[config.mk]
export PLATFORM = sky130hd
export DESIGN_NAME = pwm3_center_dt_flat
export DESIGN_NICKNAME = d
export VERILOG_FILES = /design/src/rtl/pwm3_center_dt_if.sv /design/src/rtl/pwm3_center_dt.sv /design/src/flat_wrapper.sv
export SDC_FILE = /design/constraint.sdc
export NUM_CORES = 1
export LEC_CHECK = 0
export CORE_UTILIZATION = 38
export DETAILED_ROUTE_END_ITERATION = 16
export DONT_BUFFER_PORTS = 1
export PLACE_DENSITY = 0.56
export SLEW_MARGIN = 20
export SYNTH_ARGS = -nofsm -noshare
export SYNTH_HDL_FRONTEND = slang
export SYNTH_SLANG_ARGS = --single-unit
[constraint.sdc]
create_clock -name clk -period 6.5 [get_ports clk]
set_input_delay 0.975 -clock clk [delete_from_list [all_inputs] [get_ports clk]]
set_output_delay 0.975 -clock clk [all_outputs]
set_load 0.05 [all_outputs]
[src/rtl/pwm3_center_dt_if.sv]
// Phase references, enable, gate drives and carrier observation for pwm3_center_dt.
interface pwm3_center_dt_if #(
    parameter int N     = 24,
    parameter int CNT_W = 16
);
    logic             en;
    logic [N-1:0]     A;
    logic [N-1:0]     B;
    logic [N-1:0]     C;
    logic             a_hi;
    logic             a_lo;
    logic             b_hi;
    logic             b_lo;
    logic             c_hi;
    logic             c_lo;
    logic             sync;
    logic [CNT_W-1:0] cnt;

    modport master (
        output en, A, B, C,
        input  a_hi, a_lo, b_hi, b_lo, c_hi, c_lo, sync, cnt
    );

    modport slave (
        input  en, A, B, C,
        output a_hi, a_lo, b_hi, b_lo, c_hi, c_lo, sync, cnt
    );
endinterface

[src/rtl/pwm3_center_dt.sv]
// Three-phase center-aligned PWM with valley-committed compare values and
// per-leg dead-time insertion; references are sign-magnitude Q-format words.
module pwm3_center_dt #(
    parameter int N        = 24,
    parameter int Q        = 12,
    parameter int CNT_W    = 16,
    parameter int PERIOD   = 2500,
    parameter int DEADTIME = 100
) (
    input  logic            clk,
    input  logic            rst,
    pwm3_center_dt_if.slave bus
);
    localparam int UW = Q + 2;
    localparam int PW = UW + CNT_W;
    localparam logic [CNT_W-1:0] PERIOD_C = CNT_W'(PERIOD);
    localparam logic [CNT_W-1:0] HALF_C   = CNT_W'(PERIOD / 2);
    localparam logic [CNT_W-1:0] DT_C     = CNT_W'(DEADTIME);
    localparam logic [UW-1:0]    ONE_U    = UW'(1) << Q;
    localparam logic [N-2:0]     ONE_MAG  = (N-1)'(1) << Q;

    logic [CNT_W-1:0] cnt_reg;
    logic             dir_up_reg;
    logic             s1_valid_reg;
    logic             peak;
    logic             valley;
    logic [N-1:0]     ref_in [3];
    logic [2:0]       hi_vec;
    logic [2:0]       lo_vec;

    assign peak      = bus.en & (cnt_reg == PERIOD_C);
    assign valley    = bus.en & (cnt_reg == '0);
    assign ref_in[0] = bus.A;
    assign ref_in[1] = bus.B;
    assign ref_in[2] = bus.C;

    // Triangle carrier: 0 .. PERIOD .. 1, then back to 0
    always_ff @(posedge clk) begin
        if (rst || !bus.en) begin
            cnt_reg    <= '0;
            dir_up_reg <= 1'b1;
        end else if (dir_up_reg) begin
            if (cnt_reg == PERIOD_C) begin
                cnt_reg    <= PERIOD_C - CNT_W'(1);
                dir_up_reg <= 1'b0;
            end else begin
                cnt_reg <= cnt_reg + CNT_W'(1);
            end
        end else begin
            if (cnt_reg == CNT_W'(1)) begin
                cnt_reg    <= '0;
                dir_up_reg <= 1'b1;
            end else begin
                cnt_reg <= cnt_reg - CNT_W'(1);
            end
        end
    end

    always_ff @(posedge clk) begin
        if (rst) begin
            s1_valid_reg <= 1'b0;
        end else begin
            s1_valid_reg <= peak;
        end
    end

    genvar gi;
    generate
        for (gi = 0; gi < 3; gi++) begin : g_phase
            logic [N-2:0]     mag;
            logic [Q:0]       m_clamp;
            logic [UW-1:0]    u_next;
            logic [UW-1:0]    u_reg;
            logic [PW-1:0]    prod;
            logic [CNT_W-1:0] stage_reg;
            logic [CNT_W-1:0] cmp_reg;
            logic             raw_reg;
            logic             raw_q_reg;
            logic [CNT_W-1:0] dt_reg;
            logic [CNT_W-1:0] dt_next;
            logic             hi_next;
            logic             lo_next;
            logic             hi_reg;
            logic             lo_reg;

            always_comb begin
                mag     = ref_in[gi][N-2:0];
                m_clamp = (mag > ONE_MAG) ? ONE_MAG[Q:0] : mag[Q:0];
                // Offset-binary duty: 0 = full negative, 2*ONE = full positive
                u_next  = ref_in[gi][N-1] ? (ONE_U - UW'(m_clamp)) : (ONE_U + UW'(m_clamp));
                prod    = PW'(u_reg) * PW'(PERIOD_C);

                if (!bus.en || (raw_reg != raw_q_reg)) begin
                    dt_next = DT_C;
                end else if (dt_reg != '0) begin
                    dt_next = dt_reg - CNT_W'(1);
                end else begin
                    dt_next = dt_reg;
                end
                // A reload never yields zero, so a raw edge always blanks both gates
                hi_next = bus.en &  raw_reg & (dt_next == '0);
                lo_next = bus.en & ~raw_reg & (dt_next == '0);
            end

            always_ff @(posedge clk) begin
                if (rst) begin
                    u_reg     <= ONE_U;
                    stage_reg <= HALF_C;
                    cmp_reg   <= HALF_C;
                    raw_reg   <= 1'b0;
                    raw_q_reg <= 1'b0;
                    dt_reg    <= DT_C;
                    hi_reg    <= 1'b0;
                    lo_reg    <= 1'b0;
                end else begin
                    if (peak) begin
                        u_reg <= u_next;
                    end
                    if (s1_valid_reg) begin
                        stage_reg <= CNT_W'(prod >> (Q + 1));
                    end
                    if (valley) begin
                        cmp_reg <= stage_reg;
                    end
                    raw_reg   <= (cmp_reg >= PERIOD_C) | (cnt_reg < cmp_reg);
                    raw_q_reg <= raw_reg;
                    dt_reg    <= dt_next;
                    hi_reg    <= hi_next;
                    lo_reg    <= lo_next;
                end
            end

            assign hi_vec[gi] = hi_reg;
            assign lo_vec[gi] = lo_reg;
        end
    endgenerate

    assign bus.a_hi = hi_vec[0];
    assign bus.a_lo = lo_vec[0];
    assign bus.b_hi = hi_vec[1];
    assign bus.b_lo = lo_vec[1];
    assign bus.c_hi = hi_vec[2];
    assign bus.c_lo = lo_vec[2];
    assign bus.sync = valley & ~rst;
    assign bus.cnt  = cnt_reg;
endmodule
[src/flat_wrapper.sv]
// flat-port wrapper written by rule: the top's interface ports become plain ports
module pwm3_center_dt_flat 
#(
    parameter int N        = 24,
    parameter int Q        = 12,
    parameter int CNT_W    = 16,
    parameter int PERIOD   = 2500,
    parameter int DEADTIME = 100
)
  (clk, rst, bus_en, bus_A, bus_B, bus_C, bus_a_hi, bus_a_lo, bus_b_hi, bus_b_lo, bus_c_hi, bus_c_lo, bus_sync, bus_cnt);
  pwm3_center_dt_if #(.N(N), .CNT_W(CNT_W)) bus_i ();
  input  logic clk;
  input  logic rst;
  input wire logic [$bits(bus_i.en)-1:0] bus_en;
  input wire logic [$bits(bus_i.A)-1:0] bus_A;
  input wire logic [$bits(bus_i.B)-1:0] bus_B;
  input wire logic [$bits(bus_i.C)-1:0] bus_C;
  output wire logic [$bits(bus_i.a_hi)-1:0] bus_a_hi;
  output wire logic [$bits(bus_i.a_lo)-1:0] bus_a_lo;
  output wire logic [$bits(bus_i.b_hi)-1:0] bus_b_hi;
  output wire logic [$bits(bus_i.b_lo)-1:0] bus_b_lo;
  output wire logic [$bits(bus_i.c_hi)-1:0] bus_c_hi;
  output wire logic [$bits(bus_i.c_lo)-1:0] bus_c_lo;
  output wire logic [$bits(bus_i.sync)-1:0] bus_sync;
  output wire logic [$bits(bus_i.cnt)-1:0] bus_cnt;
  assign bus_i.en = bus_en;
  assign bus_i.A = bus_A;
  assign bus_i.B = bus_B;
  assign bus_i.C = bus_C;
  assign bus_a_hi = bus_i.a_hi;
  assign bus_a_lo = bus_i.a_lo;
  assign bus_b_hi = bus_i.b_hi;
  assign bus_b_lo = bus_i.b_lo;
  assign bus_c_hi = bus_i.c_hi;
  assign bus_c_lo = bus_i.c_lo;
  assign bus_sync = bus_i.sync;
  assign bus_cnt = bus_i.cnt;
  pwm3_center_dt #(.N(N), .Q(Q), .CNT_W(CNT_W), .PERIOD(PERIOD), .DEADTIME(DEADTIME)) u_core (.clk(clk), .rst(rst), .bus(bus_i));
endmodule
==> results.toml <==
[route]
met2_length_um = 15200
wl_per_cell_um = 14.36
viasPerCell = 5.106
firstDrtPassIters = 5
via_count = 12480
drt-total-wl_um = 35090
top_layer = "met4"
drtIter0Drc = 629
wl_met1_um = 18500
met3_length_um = 1071
drc_errors = 0
final_antenna_net_count = 0

[die]
die_h_um = 208.0
io_pins = 98
rows = 75
die_w_um = 208.0
core_sq_um = 41850
start_util_pct = 38.51
die_area_sq_um = 43240

[logic_synthesis]
synth_area_sq_um = 16120
syn_nets = 2326
avgSynthCellArea_sq_um = 8.343
synth_common_cells = "inv_1, ha_1, dfxtp_1"
async_flop_share_pct = 0
synth_top_area_share_pct = 24.59
syn_inst = 1932
synth_edf_count = 0
ys_seq_elements = 198
yosysWarnings = 0
synth_most_common_cell = "inv_1"
synthDistinctLibCells = 73
ys_seq_area_share_pct = 24.59
synth_area_leaders = "dfxtp_1, ha_1, fa_1"
synth_top_area_cell = "dfxtp_1"
synthFlopType = "dfxtp_1"

[timing]
fmax_ghz = 0.1905
hold_violations = 0
period_minus_slack_ps = 5248
tns_ps = 0
tightest_slew_ps = 1091
finalMaxSlewViolations = 0
post-route-period-util_pct = 80.74
timing.slew.headroom_pct = 27.28
clock_skew_ps = 20.52
final-setup-viol-count = 0
rsz0062_at_grt = "false"

[pwr]
clkPwrFrac_pct = 43.9
switchingPower_mw = 0.6328
power_mw = 2.463
power_density_nw_per_um2 = 143.1
leakagePower_nw = 7.864
p_comb_share_pct = 5.9
p_sw_share_pct = 25.69
seqPwrFrac_pct = 50.2
power.internal_mw = 1.830
peakVddDrop_uv = 182.9

[clock_network]
numCtsBuffers = 17
ctsResizeCount = 0
path_clk_slew_ps = 80
cts.path.max_buffers = 2
clkSinkCount = 198
post_cts_buffers = 0
clk_latency_ps = 440
cts_max_level = 4
cts_root_buffer = "clkbuf_16"
cts_hold_buffers = 0
cts_tree = "yes"

[grt]
grt_usage_pct = 16.57
grt_max_degree = 123
antenna_found_initial = 0
first_global_vias = 12230
grt_pass1_wl_um = 60010
grt.overflow.total = 0

[critical_path]
critPathLaunchType = "register"
crit_type = "reg2reg"
cp-end-kind = "register"
required_ps = 6830
reg2reg_to = "u_core.g_phase[0].stage_reg[11]"
startpoint = "u_core.g_phase[0].u_reg[5]"
ff2ff_path_depth = 18
r2r_setup_slack_ps = 1250
r2r-start = "u_core.g_phase[0].u_reg[5]"
crit_path_max_fanout = 4
crit_path_end = "u_core.g_phase[0].stage_reg[11]"
critPathArrivalTime_ps = 5580

[final_layout]
fin_util_pct = 41.11
fin_nets = 2287
drive_gt1_share_pct = 3.832
largest_reg_flops = 48
antenna_cells = 0
area.growth.synth_to_final_pct = 6.746

[placed_design]
dp_hpwl_um = 27130
gp_congestion = 0.8320
port_buffers = 0

[outcome]
status = "completed"

[flow_run]
maxCapViolCount = 0

[worst_hold_path]
hold_path_class = "reg2reg"
power by group through the flow:
stage                     Clock [mW]  Combinational, mW  Sequential, mW
final                           1.08              0.144            1.24
after floorplan                    0              0.128            1.26
after global routing            1.16              0.164            1.24
after global placement             0              0.143            1.26
after detailed placement           0              0.145            1.27
after CTS                       1.11              0.146            1.24
per-stage QoR:
stage | cell area [sq um] | setup slack [ps] | hold slack (ps) | instances
after detailed placement | 16610 | 1257 | 443.8 | 2413
after floorplan | 16120 | 1716 | 424.9 | 1932
after global routing | 17210 | 876.6 | 473.6 | 2444
final | 17210 | 1252 | 447.1 | 2444
after CTS | 17210 | 1219 | 448.2 | 2444
after global placement | 16610 | 1397 | 439.0 | 2413
worst min-delay path by stage:
stage                                            to  cells after the start  slack (ps)                            start
detailed placement    u_core.g_phase[1].cmp_reg[11]                      2         440  u_core.g_phase[1].stage_reg[11]
CTS                    u_core.g_phase[0].cmp_reg[8]                      2         450   u_core.g_phase[0].stage_reg[8]
global placement       u_core.g_phase[1].cmp_reg[9]                      2         440     u_core.g_phase[1].cmp_reg[9]
finish                 u_core.g_phase[0].cmp_reg[8]                      2         450   u_core.g_phase[0].stage_reg[8]
floorplan           u_core.g_phase[0].stage_reg[12]                      2         420  u_core.g_phase[0].stage_reg[12]
global route           u_core.g_phase[1].cmp_reg[0]                      2         470     u_core.g_phase[1].cmp_reg[0]
cell type report:
cell class | count | area, sq um
Clock buffer | 17 | 425.4
Sequential cell | 198 | 3964
Fill cell | 4261 | 24650
Clock inverter | 14 | 167.7
Inverter | 294 | 1104
Timing Repair Buffer | 12 | 90.09
Tap cell | 539 | 674.4
Multi-Input combinational cell | 1370 | 10780
cell usage in the layout (no fill, tap or decap), drive strengths merged, types with 16 or more instances in the layout:
cell type  synthesis  layout
dfxtp            198     198
o31ai             19      19
a211oi            43      43
or3               20      20
xnor2             58      58
o21ai             57      57
a21oi            107     107
nor2b             22      22
nor4              37      37
inv              294     299
nor3              41      41
a21o              18      18
fa                84      84
nor2             178     178
nand4             19      19
nand2b            16      16
ha               235     235
clkbuf            67      17
a211o             21      21
nand3             55      55
nand2            145     145
xor2              27      27
or4               16      16
worst max-delay path, stage by stage, from the launching register on:
cell and delay, ps:
dfxtp_1 430, inv_1 150, fa_1 550, inv_1 50, ha_1 310, fa_1 480
ha_1 280, inv_1 50, fa_1 490, inv_1 40, ha_1 330, o211ai_1 120
a211oi_1 190, a21boi_0 470, nor3_1 140, or3_1 450, a31oi_1 250, o21ai_0 100
a32o_1 260
cells by family after synthesis:
group	synth area share, %
xor gates and xnor gates	4.665
buffers and inverters	8.578
DFF	24.59
adders and majority gates	28.68
muxes	0.5589
and+or+nand+nor	17.57
AOI/OAI and AO/OA	15.35
per-layer routing:
metal	global-route usage, %	vias to the layer above
met1	23.84	5698
met3	2.234	21
met5	0	-
met4	3.499	0
met2	26.35	211
li1	-	6548
No activity file was read; power rests on OpenSTA's default activity.
